$ cat src/rtl/ascon_rr_sched_if.sv
// Bundle of requester, scheduler and core-side signals for ascon_rr_sched.
// master = requesters plus ascon_top integration, slave = the scheduler itself.
interface ascon_rr_sched_if #(
    parameter int DataAddrWidth = 7,
    parameter int DelayWidth    = 16
) ();
    // requester side
    logic [1:0]               req;
    logic [127:0]             key0;
    logic [127:0]             key1;
    logic [127:0]             nonce0;
    logic [127:0]             nonce1;
    logic [DataAddrWidth-1:0] ad_size0;
    logic [DataAddrWidth-1:0] ad_size1;
    logic [DataAddrWidth-1:0] pt_size0;
    logic [DataAddrWidth-1:0] pt_size1;
    logic [DelayWidth-1:0]    delay0;
    logic [DelayWidth-1:0]    delay1;
    logic [1:0]               gnt;
    logic [1:0]               done;
    logic [1:0]               err;
    logic [127:0]             tag;
    logic                     sel;

    // ascon_top side
    logic [127:0]             core_key;
    logic [127:0]             core_nonce;
    logic [DataAddrWidth-1:0] core_ad_size;
    logic [DataAddrWidth-1:0] core_pt_size;
    logic [DelayWidth-1:0]    core_delay;
    logic                     core_start;
    logic                     core_ready;
    logic                     core_tag_valid;
    logic [127:0]             core_tag;
    logic                     core_abort;

    modport master (
        output req, key0, key1, nonce0, nonce1,
               ad_size0, ad_size1, pt_size0, pt_size1, delay0, delay1,
               core_ready, core_tag_valid, core_tag,
        input  gnt, done, err, tag, sel,
               core_key, core_nonce, core_ad_size, core_pt_size, core_delay,
               core_start, core_abort
    );

    modport slave (
        input  req, key0, key1, nonce0, nonce1,
               ad_size0, ad_size1, pt_size0, pt_size1, delay0, delay1,
               core_ready, core_tag_valid, core_tag,
        output gnt, done, err, tag, sel,
               core_key, core_nonce, core_ad_size, core_pt_size, core_delay,
               core_start, core_abort
    );
endinterface

$ cat src/rtl/ascon_rr_sched.sv
// Two-port round-robin scheduler sharing one ascon_top core, with a per-job
// watchdog that aborts the core if no tag arrives in time.
module ascon_rr_sched #(
    parameter int          DataAddrWidth = 7,
    parameter int          DelayWidth    = 16,
    parameter int          WdogWidth     = 20,
    parameter int unsigned WdogCycles    = 20'hFFFFF
) (
    input logic             clk_i,
    input logic             rst_i,
    ascon_rr_sched_if.slave bus
);
    localparam logic [WdogWidth-1:0] WDOG_LAST = WdogWidth'(WdogCycles - 1);

    typedef enum logic [2:0] {
        IDLE,
        START,
        BUSY,
        DONE,
        ABORT
    } state_t;

    state_t                   state_reg;
    logic                     last_reg;
    logic [WdogWidth-1:0]     wdog_reg;

    logic [1:0]               gnt_reg;
    logic [1:0]               done_reg;
    logic [1:0]               err_reg;
    logic [127:0]             tag_reg;
    logic                     sel_reg;
    logic [127:0]             key_reg;
    logic [127:0]             nonce_reg;
    logic [DataAddrWidth-1:0] ad_size_reg;
    logic [DataAddrWidth-1:0] pt_size_reg;
    logic [DelayWidth-1:0]    delay_reg;
    logic                     start_reg;
    logic                     abort_reg;

    // Per-requester parameter views, indexed by the arbitration winner.
    logic [127:0]             key_arr     [2];
    logic [127:0]             nonce_arr   [2];
    logic [DataAddrWidth-1:0] ad_size_arr [2];
    logic [DataAddrWidth-1:0] pt_size_arr [2];
    logic [DelayWidth-1:0]    delay_arr   [2];

    for (genvar gi = 0; gi < 2; gi++) begin : g_req
        if (gi == 0) begin : g_p0
            assign key_arr[gi]     = bus.key0;
            assign nonce_arr[gi]   = bus.nonce0;
            assign ad_size_arr[gi] = bus.ad_size0;
            assign pt_size_arr[gi] = bus.pt_size0;
            assign delay_arr[gi]   = bus.delay0;
        end else begin : g_p1
            assign key_arr[gi]     = bus.key1;
            assign nonce_arr[gi]   = bus.nonce1;
            assign ad_size_arr[gi] = bus.ad_size1;
            assign pt_size_arr[gi] = bus.pt_size1;
            assign delay_arr[gi]   = bus.delay1;
        end
    end

    // Contention goes to whoever was not served last; otherwise the sole requester.
    logic winner;
    always_comb begin
        winner = 1'b0;
        if (bus.req == 2'b11) begin
            winner = ~last_reg;
        end else begin
            winner = bus.req[1];
        end
    end

    always_ff @(posedge clk_i) begin
        if (rst_i) begin
            state_reg   <= IDLE;
            last_reg    <= 1'b1;
            wdog_reg    <= '0;
            gnt_reg     <= '0;
            done_reg    <= '0;
            err_reg     <= '0;
            tag_reg     <= '0;
            sel_reg     <= 1'b0;
            key_reg     <= '0;
            nonce_reg   <= '0;
            ad_size_reg <= '0;
            pt_size_reg <= '0;
            delay_reg   <= '0;
            start_reg   <= 1'b0;
            abort_reg   <= 1'b0;
        end else begin
            done_reg  <= '0;
            err_reg   <= '0;
            start_reg <= 1'b0;
            abort_reg <= 1'b0;

            case (state_reg)
                IDLE: begin
                    if (bus.core_ready && (bus.req != 2'b00)) begin
                        key_reg     <= key_arr[winner];
                        nonce_reg   <= nonce_arr[winner];
                        ad_size_reg <= ad_size_arr[winner];
                        pt_size_reg <= pt_size_arr[winner];
                        delay_reg   <= delay_arr[winner];
                        gnt_reg     <= {winner, ~winner};
                        sel_reg     <= winner;
                        last_reg    <= winner;
                        state_reg   <= START;
                    end
                end

                START: begin
                    start_reg <= 1'b1;
                    wdog_reg  <= '0;
                    state_reg <= BUSY;
                end

                BUSY: begin
                    wdog_reg <= wdog_reg + WdogWidth'(1);
                    // A tag arriving on the expiry cycle still completes the job.
                    if (bus.core_tag_valid) begin
                        tag_reg   <= bus.core_tag;
                        done_reg  <= {sel_reg, ~sel_reg};
                        state_reg <= DONE;
                    end else if (wdog_reg == WDOG_LAST) begin
                        abort_reg <= 1'b1;
                        err_reg   <= {sel_reg, ~sel_reg};
                        gnt_reg   <= '0;
                        state_reg <= ABORT;
                    end
                end

                DONE: begin
                    gnt_reg <= '0;
                    if (!bus.core_tag_valid && bus.core_ready) begin
                        state_reg <= IDLE;
                    end
                end

                ABORT: begin
                    state_reg <= IDLE;
                end

                default: begin
                    state_reg <= IDLE;
                end
            endcase
        end
    end

    assign bus.gnt          = gnt_reg;
    assign bus.done         = done_reg;
    assign bus.err          = err_reg;
    assign bus.tag          = tag_reg;
    assign bus.sel          = sel_reg;
    assign bus.core_key     = key_reg;
    assign bus.core_nonce   = nonce_reg;
    assign bus.core_ad_size = ad_size_reg;
    assign bus.core_pt_size = pt_size_reg;
    assign bus.core_delay   = delay_reg;
    assign bus.core_start   = start_reg;
    assign bus.core_abort   = abort_reg;
endmodule

$ cat src/flat_wrapper.sv
// flat-port wrapper written by rule: the top's interface ports become plain ports
module ascon_rr_sched_flat 
#(
    parameter int          DataAddrWidth = 7,
    parameter int          DelayWidth    = 16,
    parameter int          WdogWidth     = 20,
    parameter int unsigned WdogCycles    = 20'hFFFFF
)
  (clk_i, rst_i, bus_req, bus_key0, bus_key1, bus_nonce0, bus_nonce1, bus_ad_size0, bus_ad_size1, bus_pt_size0, bus_pt_size1, bus_delay0, bus_delay1, bus_core_ready, bus_core_tag_valid, bus_core_tag, bus_gnt, bus_done, bus_err, bus_tag, bus_sel, bus_core_key, bus_core_nonce, bus_core_ad_size, bus_core_pt_size, bus_core_delay, bus_core_start, bus_core_abort);
  ascon_rr_sched_if #(.DataAddrWidth(DataAddrWidth), .DelayWidth(DelayWidth)) bus_i ();
  input logic clk_i;
  input logic rst_i;
  input wire logic [$bits(bus_i.req)-1:0] bus_req;
  input wire logic [$bits(bus_i.key0)-1:0] bus_key0;
  input wire logic [$bits(bus_i.key1)-1:0] bus_key1;
  input wire logic [$bits(bus_i.nonce0)-1:0] bus_nonce0;
  input wire logic [$bits(bus_i.nonce1)-1:0] bus_nonce1;
  input wire logic [$bits(bus_i.ad_size0)-1:0] bus_ad_size0;
  input wire logic [$bits(bus_i.ad_size1)-1:0] bus_ad_size1;
  input wire logic [$bits(bus_i.pt_size0)-1:0] bus_pt_size0;
  input wire logic [$bits(bus_i.pt_size1)-1:0] bus_pt_size1;
  input wire logic [$bits(bus_i.delay0)-1:0] bus_delay0;
  input wire logic [$bits(bus_i.delay1)-1:0] bus_delay1;
  input wire logic [$bits(bus_i.core_ready)-1:0] bus_core_ready;
  input wire logic [$bits(bus_i.core_tag_valid)-1:0] bus_core_tag_valid;
  input wire logic [$bits(bus_i.core_tag)-1:0] bus_core_tag;
  output wire logic [$bits(bus_i.gnt)-1:0] bus_gnt;
  output wire logic [$bits(bus_i.done)-1:0] bus_done;
  output wire logic [$bits(bus_i.err)-1:0] bus_err;
  output wire logic [$bits(bus_i.tag)-1:0] bus_tag;
  output wire logic [$bits(bus_i.sel)-1:0] bus_sel;
  output wire logic [$bits(bus_i.core_key)-1:0] bus_core_key;
  output wire logic [$bits(bus_i.core_nonce)-1:0] bus_core_nonce;
  output wire logic [$bits(bus_i.core_ad_size)-1:0] bus_core_ad_size;
  output wire logic [$bits(bus_i.core_pt_size)-1:0] bus_core_pt_size;
  output wire logic [$bits(bus_i.core_delay)-1:0] bus_core_delay;
  output wire logic [$bits(bus_i.core_start)-1:0] bus_core_start;
  output wire logic [$bits(bus_i.core_abort)-1:0] bus_core_abort;
  assign bus_i.req = bus_req;
  assign bus_i.key0 = bus_key0;
  assign bus_i.key1 = bus_key1;
  assign bus_i.nonce0 = bus_nonce0;
  assign bus_i.nonce1 = bus_nonce1;
  assign bus_i.ad_size0 = bus_ad_size0;
  assign bus_i.ad_size1 = bus_ad_size1;
  assign bus_i.pt_size0 = bus_pt_size0;
  assign bus_i.pt_size1 = bus_pt_size1;
  assign bus_i.delay0 = bus_delay0;
  assign bus_i.delay1 = bus_delay1;
  assign bus_i.core_ready = bus_core_ready;
  assign bus_i.core_tag_valid = bus_core_tag_valid;
  assign bus_i.core_tag = bus_core_tag;
  assign bus_gnt = bus_i.gnt;
  assign bus_done = bus_i.done;
  assign bus_err = bus_i.err;
  assign bus_tag = bus_i.tag;
  assign bus_sel = bus_i.sel;
  assign bus_core_key = bus_i.core_key;
  assign bus_core_nonce = bus_i.core_nonce;
  assign bus_core_ad_size = bus_i.core_ad_size;
  assign bus_core_pt_size = bus_i.core_pt_size;
  assign bus_core_delay = bus_i.core_delay;
  assign bus_core_start = bus_i.core_start;
  assign bus_core_abort = bus_i.core_abort;
  ascon_rr_sched #(.DataAddrWidth(DataAddrWidth), .DelayWidth(DelayWidth), .WdogWidth(WdogWidth), .WdogCycles(WdogCycles)) u_core (.clk_i(clk_i), .rst_i(rst_i), .bus(bus_i));
endmodule
$ cat config.mk
export PLATFORM = sky130hd
export DESIGN_NAME = ascon_rr_sched_flat
export DESIGN_NICKNAME = d
export VERILOG_FILES = /design/src/rtl/ascon_rr_sched_if.sv /design/src/rtl/ascon_rr_sched.sv /design/src/flat_wrapper.sv
export SDC_FILE = /design/constraint.sdc
export NUM_CORES = 1
export LEC_CHECK = 0
export ABC_CLOCK_PERIOD_IN_PS = 2200
export BUFFER_PORTS_ARGS = -buffer_cell sky130_fd_sc_hd__buf_2
export CORE_AREA = 2 2 446 448
export DETAILED_ROUTE_END_ITERATION = 6
export DIE_AREA = 0 0 448 450
export GPL_TIMING_DRIVEN = 0
export HOLD_SLACK_MARGIN = 0.05
export PLACE_DENSITY = 0.34
export SLEW_MARGIN = 5
export SYNTH_ARGS = -nofsm -noshare
export SYNTH_HDL_FRONTEND = slang
export SYNTH_SLANG_ARGS = --single-unit
export TNS_END_PERCENT = 100
$ cat constraint.sdc
create_clock -name clk_i -period 2.2 [get_ports clk_i]
set_input_delay 0.22 -clock clk_i [delete_from_list [all_inputs] [get_ports clk_i]]
set_output_delay 0.22 -clock clk_i [all_outputs]
set_load 0.03 [all_outputs]
# After elaboration in Yosys (flattened, before gate mapping)
# Index checks and enable logic that the tools add are counted.
[classes]
add_sub_neg = 1
bitwise = 7
n_eq_ne = 10
muxes = 28
magnitude_cmp = 1
n_reduce_logical = 14
[ops]
columns = ["op", "count"]
rows = [
  ["128-bit two-way mux", 6],
  ["16-bit two-way mux", 3],
  ["7-bit two-way mux", 6],
  ["20-bit one-hot mux with 2 select lines", 1],
  ["20-bit by 1-bit adder with 20-bit output, second input constant", 1],
  ["20-bit == test, second input constant", 1],
  ["3-bit two-way mux", 4],
  ["3-bit one-hot mux with 4 select lines", 1],
  ["3-bit by 2-bit == test with 1-bit output, second input constant", 2],
  ["2-bit two-way mux", 3],
  ["2-bit by 1-bit inequality test with 1-bit output, second input constant", 3],
  ["1-bit inverter", 6],
  ["2-bit one-hot mux with 3 select lines", 1],
  ["3-bit OR reduction", 2],
  ["2-bit AND reduction", 2],
  ["4-bit AND reduction", 1],
  ["2-bit nonzero test", 2],
  ["4-bit OR reduction", 1],
  ["3-bit by 1-bit == test with 1-bit output, second input constant", 1],
  ["3-bit logical NOT", 1],
  ["1-bit two-way mux", 3],
  ["3-bit by 2-bit inequality test with 1-bit output, second input constant", 1],
  ["3-bit AND reduction", 1],
  ["3-bit nonzero test", 1],
  ["6 further kinds", 7],
]
[word_totals]
regBits = 447
word_cells = 76
input_bits = 706
out_inout_bits = 423

# Longest topological paths before layout
[depth]
depth_word = 6
depth_mapped = 8
depth_no_buf = 6

# Least setup slack after synthesis
# Ideal clock, no wire load.
[synth_timing]
path_kind = "register -> register"
from = "register u_core.state_reg[2]"
to = "register u_core.wdog_reg[15]"
synth_period_minus_slack_ns = 1.993
setup_time_ns = 0.070
path_slack_ns = 0.207
required_ns = 2.130
path_stages_with_launch = 7
path_buffers = 2
arrival_time_ns = 1.923
cell_sequence = "dfxtp_1 > or3b_1 > buf_2 > or4b_4 > buf_2 > or3_1 > a21oi_1"
[synth_between]
elab_chain_len = 2
word_cells_on_any_way = 4
classes_between = "2 x eq/ne; 1 x mux; 1 x reduce/logical"
[synth_rtl]
columns = ["element", "line", "rtl"]
rows = [
  ["start, declared", "ascon_rr_sched.sv:23", "state_t state_reg;"],
  ["start signal, assigned", "ascon_rr_sched.sv:76", "state_reg <= IDLE;"],
  ["start signal, assigned", "ascon_rr_sched.sv:108", "state_reg <= START;"],
  ["start signal, assigned", "ascon_rr_sched.sv:115", "state_reg <= BUSY;"],
  ["3-bit by 2-bit == test with 1-bit output / 3-bit by 1-bit == test with 1-bit output (equally long branches)", "ascon_rr_sched.sv:97", "case (state_reg)"],
  ["20-bit one-hot mux with 2 select lines / 2-bit nonzero test (equally long branches)", "-", ""],
  ["end signal, assigned", "ascon_rr_sched.sv:119", "wdog_reg <= wdog_reg + WdogWidth'(1);"],
  ["end, declared", "ascon_rr_sched.sv:25", "logic [WdogWidth-1:0] wdog_reg;"],
]
# Several ways; a longest one is shown, not always the timed one.
# A chain may end at the register's enable or synchronous reset.

# Worst setup path after layout
[layout_timing]
from = "register u_core.state_reg[0]"
to = "register u_core.wdog_reg[15]"
# Same word-level chain as after synthesis.

==> impl_metrics.yaml <==
run_status:
  status: "finished, final reports clean"
layout:
  fin_cells: 6951
  area_delta_synth_final_pct: 103
  seqCellArea_um2: 8950
  layout-drive-gt1-share_pct: 32.0
  multiInputGateArea_um2: 8250
  n_fill_cell: 22623
  fin_nets: 4941
  design_area_um2: 36500
  utilization_pct: 18.6
worst_hold_path:
  whs_endpoint: "u_core.state_reg[2]"
  min-delay-start: "rst_i"
  hold_depth: 3
  worst_hold_path_type: "input pin to flop"
logic_synthesis:
  synth_area_leaders: "dfxtp_1 (50%), nand2_1 (18%), a311oi_1 (14%)"
  ys_top_cells_by_count: "nand2_1 (844), dfxtp_1 (447), nor2_1 (301), a311oi_1 (286), clkbuf_1 (174)"
  synth_edf_count: 0
  ys_ff_latch: 447
  yosysTopAreaCell: "dfxtp_1"
  synth_area_um2: 18000
  ys_async_sr_fraction_pct: 0
  synth_area_per_cell_um2: 7.71
  ys.flop_type: "dfxtp_1"
  seq_area_frac_synth_pct: 49.7
  synth_most_common_cell: "nand2_1"
  yosysWarnings: 0
  ys_types: 43
  netlist_instances: 2335
  synth_top_area_share_pct: 49.7
  syn-num-nets: 3043
worst_setup_path:
  end_kind: "flop"
  cp.arrival_ps: 2700
  r2r-start: "u_core.state_reg[0]"
  required_ps: 2780
  cp-start-kind: "flop"
  worstSetupPathType: "flop to flop"
  r2r-end: "u_core.wdog_reg[15]"
  reg2regPathDepth: 6
  rrSetupSlack_ps: 80
  cp_max_fo: 10
detailed_routing:
  drt_iter0_markers: 1517
  via_count: 25422
  wl_per_cell_um: 22.3
  ant_nets: 0
  first_pass_iters: 5
  drc: 0
  viasPerCell: 3.66
  totalWireLength_mm: 155
placed_design:
  placed_cells: 6104
  dp_hpwl_mm: 128
  gp_congestion: 0.941
  io_buffers: 1128
  placed_cell_area_um2: 27000
die:
  start_util_pct: 9.15
  dieArea_um2: 202000
  die_w_um: 448
  ios: 1129
  die_h_um: 450
  core_um2: 197000
  num_rows: 163
global_route:
  grt_pass1_wl_mm: 206
  grt_max_degree: 17
  track_usage_pct: 14.6
  grt_antenna_before_repair: 67
  grt-ovfl-total: 0
  grt_pass1_vias: 25415
clock_network:
  clk_pin_slew_ps: 60
  cts_tree: "built"
  cts_sinks: 447
  insertion_delay_ps: 690
  cts_max_path_buffers: 3
  cts_buffers: 61
  root_buffer: "clkbuf_16"
  cts-htree-levels: 2
sta:
  hold_slack_ps: 193
  slew_violations: 0
  max_slew.worst_pin.slew_ps: 995
  period_share_pct: 96.2
  hold_violations: 0
  rsz0062_at_grt: "false"
  period_needed_ps: 2120
  clock.fmax_mhz: 473
  slew-limit-headroom_pct: 33.7
  finalSetupViolations: 0
  skew_ps: 37.8
run:
  cap_viol_max_count: 0
power:
  ir_drop_mv: 0.629
  p_sw_w: 0.00973
  powerDensity_nw_per_um2: 746
  sw_frac_of_total_pct: 35.7
  combPwrFrac_pct: 28.0
  p_seq_share_pct: 34.1
  p_int_w: 0.0175
  p_clk_share_pct: 37.9
  power_w: 0.0272
  p_leak_nw: 15.8
critical path, cell delays in order (launching register included):
cell and delay (ps):
dfxtp_1 320, or3b_1 340, buf_4 170, or4b_4 530
buf_4 190, or3_1 340, a21oi_1 140
power groups by stage:
stage          combinational [W]  sequential, W  clock, W
2_1_floorplan            0.00194         0.0108         0
3_3_place_gp             0.00648        0.00944         0
3_5_place_dp             0.00648        0.00945         0
4_1_cts                  0.00774        0.00928    0.0107
5_1_grt                  0.00816        0.00936    0.0109
6_report                 0.00764        0.00930    0.0103
what timing repair did:
action	4_1_cts	5_1_grt
buffers inserted	3	0
setup endpoints to repair	424	303
hold buffers	705	0
resized for setup	136	59
hold endpoints to repair	421	0
pin swaps	1	0
gates cloned	0	0
stage by stage:
| step | TNS [ps] | setup WS, ps |
|---|---|---|
| final | 0 | 84.4 |
| after global routing | 0 | 1.73 |
| after CTS | 0 | 0.755 |
| after detailed placement | -470110 | -1680 |
| after global placement | -513160 | -2200 |
| after floorplan | 0 | 207 |
worst max-delay path by stage:
stage,depth (start not counted),slack (ps),from,end
final,6,80,u_core.state_reg[0],u_core.wdog_reg[15]
after global routing,8,2,u_core.state_reg[0],u_core.bus.core_delay[10]
after CTS,7,0.8,u_core.state_reg[2],u_core.bus.tag[100]
after detailed placement,7,-1680,u_core.state_reg[2],u_core.bus.core_key[32]
after global placement,7,-2200,u_core.state_reg[2],u_core.bus.core_key[32]
after floorplan,6,210,u_core.state_reg[2],u_core.wdog_reg[15]
placed cells by master (no fill, tap or decap), types with 5 or more instances in the layout:
cell           instances
o211ai_1               7
clkbuf_1              93
nand2_1              842
nand3_1                7
buf_2               1138
or3_1                  8
a311oi_1             286
inv_1                  7
dfxtp_1              447
dlygate4sd3_1        705
nor2_1               300
nand4_1                7
buf_6                  5
clkbuf_8              24
buf_4                 20
a21oi_1              147
clkinv_2               9
clkbuf_2              78
nor3_1                 6
clkbuf_16             62
clkbuf_4              13
diode_2               27
layer usage:
metal	vias up	track usage (%)	share of wire (%)
li1	11897	-	-
met1	12172	16.7	39
met2	1073	25.6	49
met3	258	4.07	7.9
met4	22	5.74	4.1
met5	-	0	0.094
area by class of cell:
class                      count  share of cell area (%)
tap                         2640                    9.05
clock buffer                  97                    5.05
clock inverter                17                   0.483
multi-input combinational   1670                    22.6
timing repair buffer        1837                    34.9
sequential                   447                    24.5
buffer                       209                    3.12
inverter                       7                  0.0720
antenna                       27                   0.185
cells by family (layout without fill, tap and decap cells):
kind of cell    after synthesis  after routing  share of synthesized area (%)
compound gates              462            462                           19.2
other cells                   0             27                              0
flops                       447            447                           49.7
mux                           2              2                          0.118
buf+inv                     218           2167                           4.78
xor+xnor                      1              1                         0.0487
simple gates               1203           1203                           26.0
fa+ha+maj                     2              2                          0.139
No activity file was read; power rests on OpenSTA's default activity.
